--- src/rtl/add_subt_pkg.sv ---
// Shared encodings for the sliced add/subtract engine: FSM states and operation codes.
package add_subt_pkg;

  typedef enum logic [1:0] {
    IDLE  = 2'd0,
    CALC  = 2'd1,
    FINAL = 2'd2,
    DONE  = 2'd3
  } state_t;

  localparam logic OP_ADD = 1'b0;
  localparam logic OP_SUB = 1'b1;

endpackage

--- src/rtl/add_subt_slice.sv ---
// CHUNK-bit combinational ripple slice; the top reuses one instance for every slice position.
module add_subt_slice #(
  parameter int CHUNK = 8
) (
  input  logic [CHUNK-1:0] a,
  input  logic [CHUNK-1:0] b,
  input  logic             cin,
  output logic [CHUNK-1:0] sum,
  output logic             cout
);

  logic [CHUNK:0] total_s;

  assign total_s = {1'b0, a} + {1'b0, b} + {{CHUNK{1'b0}}, cin};
  assign sum     = total_s[CHUNK-1:0];
  assign cout    = total_s[CHUNK];

endmodule

--- src/rtl/fixed_add_subt_unit.sv ---
// Multi-cycle two's-complement add/subtract, one CHUNK-bit slice per clock, with ready/ack handshake.
// Build option: define ADD_SUBT_SAT_EN to clamp overflowing results to the signed extreme.
module fixed_add_subt_unit
  import add_subt_pkg::*;
#(
  parameter int W     = 32,
  parameter int CHUNK = 8
) (
  input  logic         clk,
  input  logic         reset,
  input  logic         beg_add_subt,
  input  logic         ack_add_subt,
  input  logic         op_add_subt,
  input  logic [W-1:0] Data_X,
  input  logic [W-1:0] Data_Y,
  output logic         ready_add_subt,
  output logic         busy_add_subt,
  output logic [W-1:0] add_subt_result,
  output logic         overflow_flag
);

  localparam int N_SLICE = W / CHUNK;
  localparam int CNT_W   = (N_SLICE > 1) ? $clog2(N_SLICE) : 1;
  localparam logic [CNT_W-1:0] LAST_CNT = CNT_W'(N_SLICE - 1);

  state_t           state_r;
  logic [CNT_W-1:0] cnt_r;
  logic             carry_r;
  logic [W-1:0]     x_r;
  logic [W-1:0]     y_r;
  logic [W-1:0]     sum_r;
  logic [W-1:0]     result_r;
  logic             ovf_r;
  logic             ready_r;
  logic             busy_r;

  logic [CHUNK-1:0] slice_a_s;
  logic [CHUNK-1:0] slice_b_s;
  logic [CHUNK-1:0] slice_sum_s;
  logic             slice_cout_s;
  logic             ovf_s;

  assign slice_a_s = x_r[cnt_r*CHUNK +: CHUNK];
  assign slice_b_s = y_r[cnt_r*CHUNK +: CHUNK];

  add_subt_slice #(.CHUNK(CHUNK)) u_slice (
    .a    (slice_a_s),
    .b    (slice_b_s),
    .cin  (carry_r),
    .sum  (slice_sum_s),
    .cout (slice_cout_s)
  );

  // Y is stored already inverted for subtraction, so its MSB is the effective sign.
  assign ovf_s = (x_r[W-1] == y_r[W-1]) && (sum_r[W-1] != x_r[W-1]);

`ifdef ADD_SUBT_SAT_EN
  logic [W-1:0] sat_s;
  assign sat_s = x_r[W-1] ? {1'b1, {(W-1){1'b0}}} : {1'b0, {(W-1){1'b1}}};
`endif

  // Handshake FSM with slice sequencing, operand/sum capture and registered outputs.
  always_ff @(posedge clk or posedge reset) begin
    if (reset) begin
      state_r  <= IDLE;
      cnt_r    <= '0;
      carry_r  <= 1'b0;
      x_r      <= '0;
      y_r      <= '0;
      sum_r    <= '0;
      result_r <= '0;
      ovf_r    <= 1'b0;
      ready_r  <= 1'b0;
      busy_r   <= 1'b0;
    end else begin
      unique case (state_r)
        IDLE: begin
          if (beg_add_subt) begin
            x_r     <= Data_X;
            y_r     <= Data_Y ^ {W{op_add_subt == OP_SUB}};
            carry_r <= (op_add_subt == OP_SUB);
            cnt_r   <= '0;
            busy_r  <= 1'b1;
            state_r <= CALC;
          end
        end
        CALC: begin
          sum_r[cnt_r*CHUNK +: CHUNK] <= slice_sum_s;
          carry_r <= slice_cout_s;
          if (cnt_r == LAST_CNT) begin
            state_r <= FINAL;
          end else begin
            cnt_r <= cnt_r + CNT_W'(1);
          end
        end
        FINAL: begin
          ovf_r    <= ovf_s;
`ifdef ADD_SUBT_SAT_EN
          result_r <= ovf_s ? sat_s : sum_r;
`else
          result_r <= sum_r;
`endif
          busy_r   <= 1'b0;
          ready_r  <= 1'b1;
          state_r  <= DONE;
        end
        DONE: begin
          if (ack_add_subt) begin
            ready_r <= 1'b0;
            state_r <= IDLE;
          end
        end
        default: begin
          ready_r <= 1'b0;
          busy_r  <= 1'b0;
          state_r <= IDLE;
        end
      endcase
    end
  end

  assign ready_add_subt  = ready_r;
  assign busy_add_subt   = busy_r;
  assign add_subt_result = result_r;
  assign overflow_flag   = ovf_r;

endmodule

--- config.mk ---
export PLATFORM = sky130hd
export DESIGN_NAME = fixed_add_subt_unit
export DESIGN_NICKNAME = d
export VERILOG_FILES = /design/src/rtl/add_subt_pkg.sv /design/src/rtl/add_subt_slice.sv /design/src/rtl/fixed_add_subt_unit.sv
export SDC_FILE = /design/constraint.sdc
export NUM_CORES = 1
export LEC_CHECK = 0
export ABC_CLOCK_PERIOD_IN_PS = 12700
export CORE_MARGIN = 1.5
export CORE_UTILIZATION = 50
export CTS_BUF_LIST = sky130_fd_sc_hd__clkbuf_2
export CTS_CLUSTER_DIAMETER = 50
export DETAILED_ROUTE_END_ITERATION = 12
export GPL_ROUTABILITY_DRIVEN = 0
export PLACE_DENSITY = 0.76
export SLEW_MARGIN = 20
export SYNTH_ARGS = -nofsm -noshare
export SYNTH_HDL_FRONTEND = slang
export SYNTH_SLANG_ARGS = --single-unit
--- constraint.sdc ---
create_clock -name clk -period 12.7 [get_ports clk]
set_clock_uncertainty 0.05 [all_clocks]
set_input_delay 2.54 -clock clk [delete_from_list [all_inputs] [get_ports clk]]
set_output_delay 2.54 -clock clk [all_outputs]
set_load 0.02 [all_outputs]
# Word level (Yosys, flattened, before mapping)
# Index checks and enable logic that the tools add are counted.
# Widths: inputs -> output; s select.
# op_classes
n_mux	14
eq_ne	10
bitwise_logic	1
n_shift	4
n_addsub	4
reduce_logical	11
# op_table
operator	count
$shiftx 32x6->8	2
$neg 5->34	1
$shift 8x34->32 const A	1
$shiftx 8x34->32	1
$bwmux 32	1
$xor 32x32->32	1
$mux 2	5
$add 8x8->9	1
$add 9x1->9	1
$ne 2x2->1 const B	4
$pmux 2 s4	1
$reduce_and 2->1	4
$eq 2x2->1 const B	3
$pmux 1 s2	3
$reduce_and 3->1	2
$reduce_bool 2->1	3
$pmux 2 s2	1
$mux 1	3
$add 2x1->2 const B	1
$eq 2x1->1 const B	1
$logic_not 2->1	1
$eq 1x1->1	1
$logic_and 1x1->1	1
$ne 1x1->1	1
# word_totals
output_inout_bits	35
inputBits	69
regBits	136
wordCells	54

# Longest topological paths before layout
# logic_depth
depth_word	5
mapped_depth	10

# Modules after synthesis
# Synthesis repeated with hierarchy kept, for this count alone.
# unflattened
hier_cells	477
area_unflattened_um2	6229.7
# by_module_without_submodules
mod	area_each_um2	cells_each	instances
fixed_add_subt_unit	5898.2	435	1
add_subt_slice	331.6	42	1

# Worst setup path before layout
# Ideal clock, no wire load.
# synth_timing
path_type	in2reg
startpoint	in beg_add_subt
endpoint	reg y_r[20]
t_arrival_ps	3263
stages	5
path_slack_ps	9304
cell_sequence	nand2_1 buf_2 clkbuf_1 nand2_1 o21ai_0
# synth_via
elab_chain_len	1
# synth_lines
item	line	rtl
from (decl)	fixed_add_subt_unit.sv:11	input logic beg_add_subt,
$reduce_and 2->1 (no line)	-	
to (signal assigned)	fixed_add_subt_unit.sv:80	y_r <= Data_Y ^ {W{op_add_subt == OP_SUB}};
to (decl)	fixed_add_subt_unit.sv:30	logic [W-1:0] y_r;
# Every way passes these cells.
# A chain may end at the register's enable or synchronous reset.

# Final worst setup path
# layout_timing
startpoint	reg result_r[21] (netlist: add_subt_result[21])
endpoint	out add_subt_result[21]
# layout_rtl
item	line	rtl
from (decl)	fixed_add_subt_unit.sv:32	logic [W-1:0] result_r;
from (signal assigned)	fixed_add_subt_unit.sv:101	result_r <= sum_r;
to (decl)	fixed_add_subt_unit.sv:18	output logic [W-1:0] add_subt_result,
# No word-level cell between the ends.

==> results.ini <==
[run_status]
status = completed

[floorplanning]
start_util_pct = 51.5
core-area_um2 = 12100
row_count = 40
die_w_um = 115
dieArea_um2 = 13100
ios = 104
die_y_um = 115

[placed_design]
dp_hpwl_um = 8680
placed_cell_area_um2 = 7380
port_buffers = 103

[layout]
nets = 653
syn_to_final_growth_pct = 22.6
num_antenna_cells = 0
drive_above_1_share_pct = 19.2
finish.instance_area_um2 = 7620
final_cell_mix = 136 x dfrtp_1, 102 x clkdlybuf4s50_1, 42 x mux2_2, 40 x nand2_1, 35 x xnor2_1
layout_commonest_cell = dfrtp_1

[logic_synthesis]
syn_inst = 462
ys_seq_elements = 136
synth-edff-count = 0
synth.avg_cell_area_um2 = 13.5
syn-num-nets = 550
async_flop_share_pct = 100
ys_warn_count = 0
syn_area_um2 = 6220
yosysSeqAreaShare_pct = 54.7
yosysUniqueCellTypes = 38
ys_dominant_reg_cell = dfrtp_1

[power]
power_density_nw_per_um2 = 259
power.leakage_nw = 3.35
ir_drop_uv = 122

[clock_tree]
clock_latency_ns = 0.66
post_cts.repair.setup_buffers = 0
cts_buffer_depth = 2
cts_resized = 0
numCtsBuffers = 17
hold_buffers = 0
clkTransAtPathRegs_ns = 0.18
cts_root_buffer = clkbuf_2
clock-sinks = 136
cts-htree-levels = 4
cts_tree = built

[global_routing]
grt_pass1_vias = 4007
globalRoute.totalOverflow = 0
grt_max_degree = 97
grtUsageTotal_pct = 19.9
grt_pass1_wl_um = 19900
antenna_found_initial = 0

[worst_setup_path]
arrival_ns = 1.69
crit_slowest_cell = clkdlybuf4s50_1
crit_required_ns = 10.11
cpLargestDelayFamily = buffers and inverters
startpoint_type = flop
cp_cell_sequence = clkdlybuf4s50_1
criticalPathCategory = reg2out
slowest_delay_ns = 0.62
endpoint_kind = output port
critPathMaxFanout = 2
critical_path_buf_inv_count = 1

[sta]
slew_viol_final = 0
period_minus_slack_ns = 4.28
tightest_slew_ns = 0.973
finalSetupTns_ns = 0
rsz0062_at_grt = false
setup_viol = 0
fin_crit_sh_pct = 33.7
maxSlewHeadroom_pct = 35.1
max_freq_mhz = 234
hold_violations = 0

[route]
wl_per_cell_um = 16.1
drc_errors = 0
drt-total-wl_um = 12000
dr.pass1.iters = 4
vias_per_cell = 5.18
dr_total_vias = 3862
ant_nets = 0
dr.first_iter.drc_count = 210

[min_path]
hold_path.class = reg2reg

[run]
cap_violations = 0

-- synthesized netlist by cell type (2+ instances only) --
library cell    n  area (um^2)
dfrtp_1       136         3400
mux2_2         42          473
o21ai_1        10         50.1
o21ai_0        30          150
inv_1          11         41.3
nand2_2         3         18.8
buf_4           3         22.5
a21oi_1         7         35.0
fa_1            2         40.0
nor4_4          3         63.8
xnor2_1        35          307
buf_2          16         80.1
a21oi_2         2         17.5
mux2_1         23          259
ha_1           17          213
clkbuf_1        4         15.0
a22o_1         34          298
nor2_1          9         33.8
mux4_2         16          360
nand2_1        41          154
-- routing by layer --
layer / vias to the layer above / share of wire, % / GRT usage, %
met5: - / 0 / 0
met4: 0 / 1.5 / 5.75
met3: 19 / 3.6 / 4.61
met2: 91 / 48 / 32.5
met1: 1883 / 47 / 26.9
li1: 1869 / - / -
-- worst paths after layout --
path	slack [ns]	to	cells past startpoint	from
max	8.42	add_subt_result[21]	1	add_subt_result[21]$_DFFE_PP0P_
min	0.45	y_r[17]$_DFFE_PP0P_	2	y_r[17]$_DFFE_PP0P_
max reg2reg	9.22	sum_r[22]$_DFFE_PP0P_	9	cnt_r[0]$_DFFE_PP0P_
min reg2reg	0.45	y_r[17]$_DFFE_PP0P_	2	y_r[17]$_DFFE_PP0P_
max in group asynchronous	8.88	x_r[12]$_DFFE_PP0P_	3	reset
min in group asynchronous	2.25	x_r[16]$_DFFE_PP0P_	2	reset
-- through the flow --
step	utilization (%)	setup WS [ns]	instances	total power, mW	hold WS [ns]
floorplan	-	6.47	462	1.40	0.395
global placement	61.2	8.13	714	1.68	0.405
detailed placement	61.2	8.08	714	1.73	0.416
CTS	63.2	8.36	746	1.99	0.454
global route	63.2	8.31	746	2.11	0.484
finish	63.2	8.42	746	1.97	0.450
-- sequential cells by signal (all words and copies together) (netlist names) --
signal           flops
add_subt_result     32
busy_add_subt        1
carry_r              1
cnt_r                2
overflow_flag        1
ready_add_subt       1
state_r              2
sum_r               32
x_r                 32
y_r                 32
-- report_power, final --
group	leakage [nW]	switching, mW	internal (mW)
sequential	1.75	0.0985	0.610
combinational	1.45	0.554	0.444
clock	0.149	0.156	0.110
total	3.35	0.808	1.16
-- layout make-up --
cell class,instances,area (um^2)
fillers,956,4440
flip-flops and latches,136,3400
multi-input cells,291,2660
repair buffers,107,1060
well taps,168,210
clock inverters,13,154
clock buffers,19,95.1
inverters,12,47.5
-- kinds of logic after synthesis --
logic type / after synthesis / synth area share (%)
AO/OA/AOI/OAI: 94 / 10.6
XOR/XNOR: 37 / 5.33
adder cells (fa/ha/maj): 19 / 4.07
buffers and inverters: 35 / 2.62
flip-flops: 136 / 54.7
multiplexers: 81 / 17.6
AND/OR/NAND/NOR: 60 / 5.11
No activity file was read; power rests on OpenSTA's default activity.
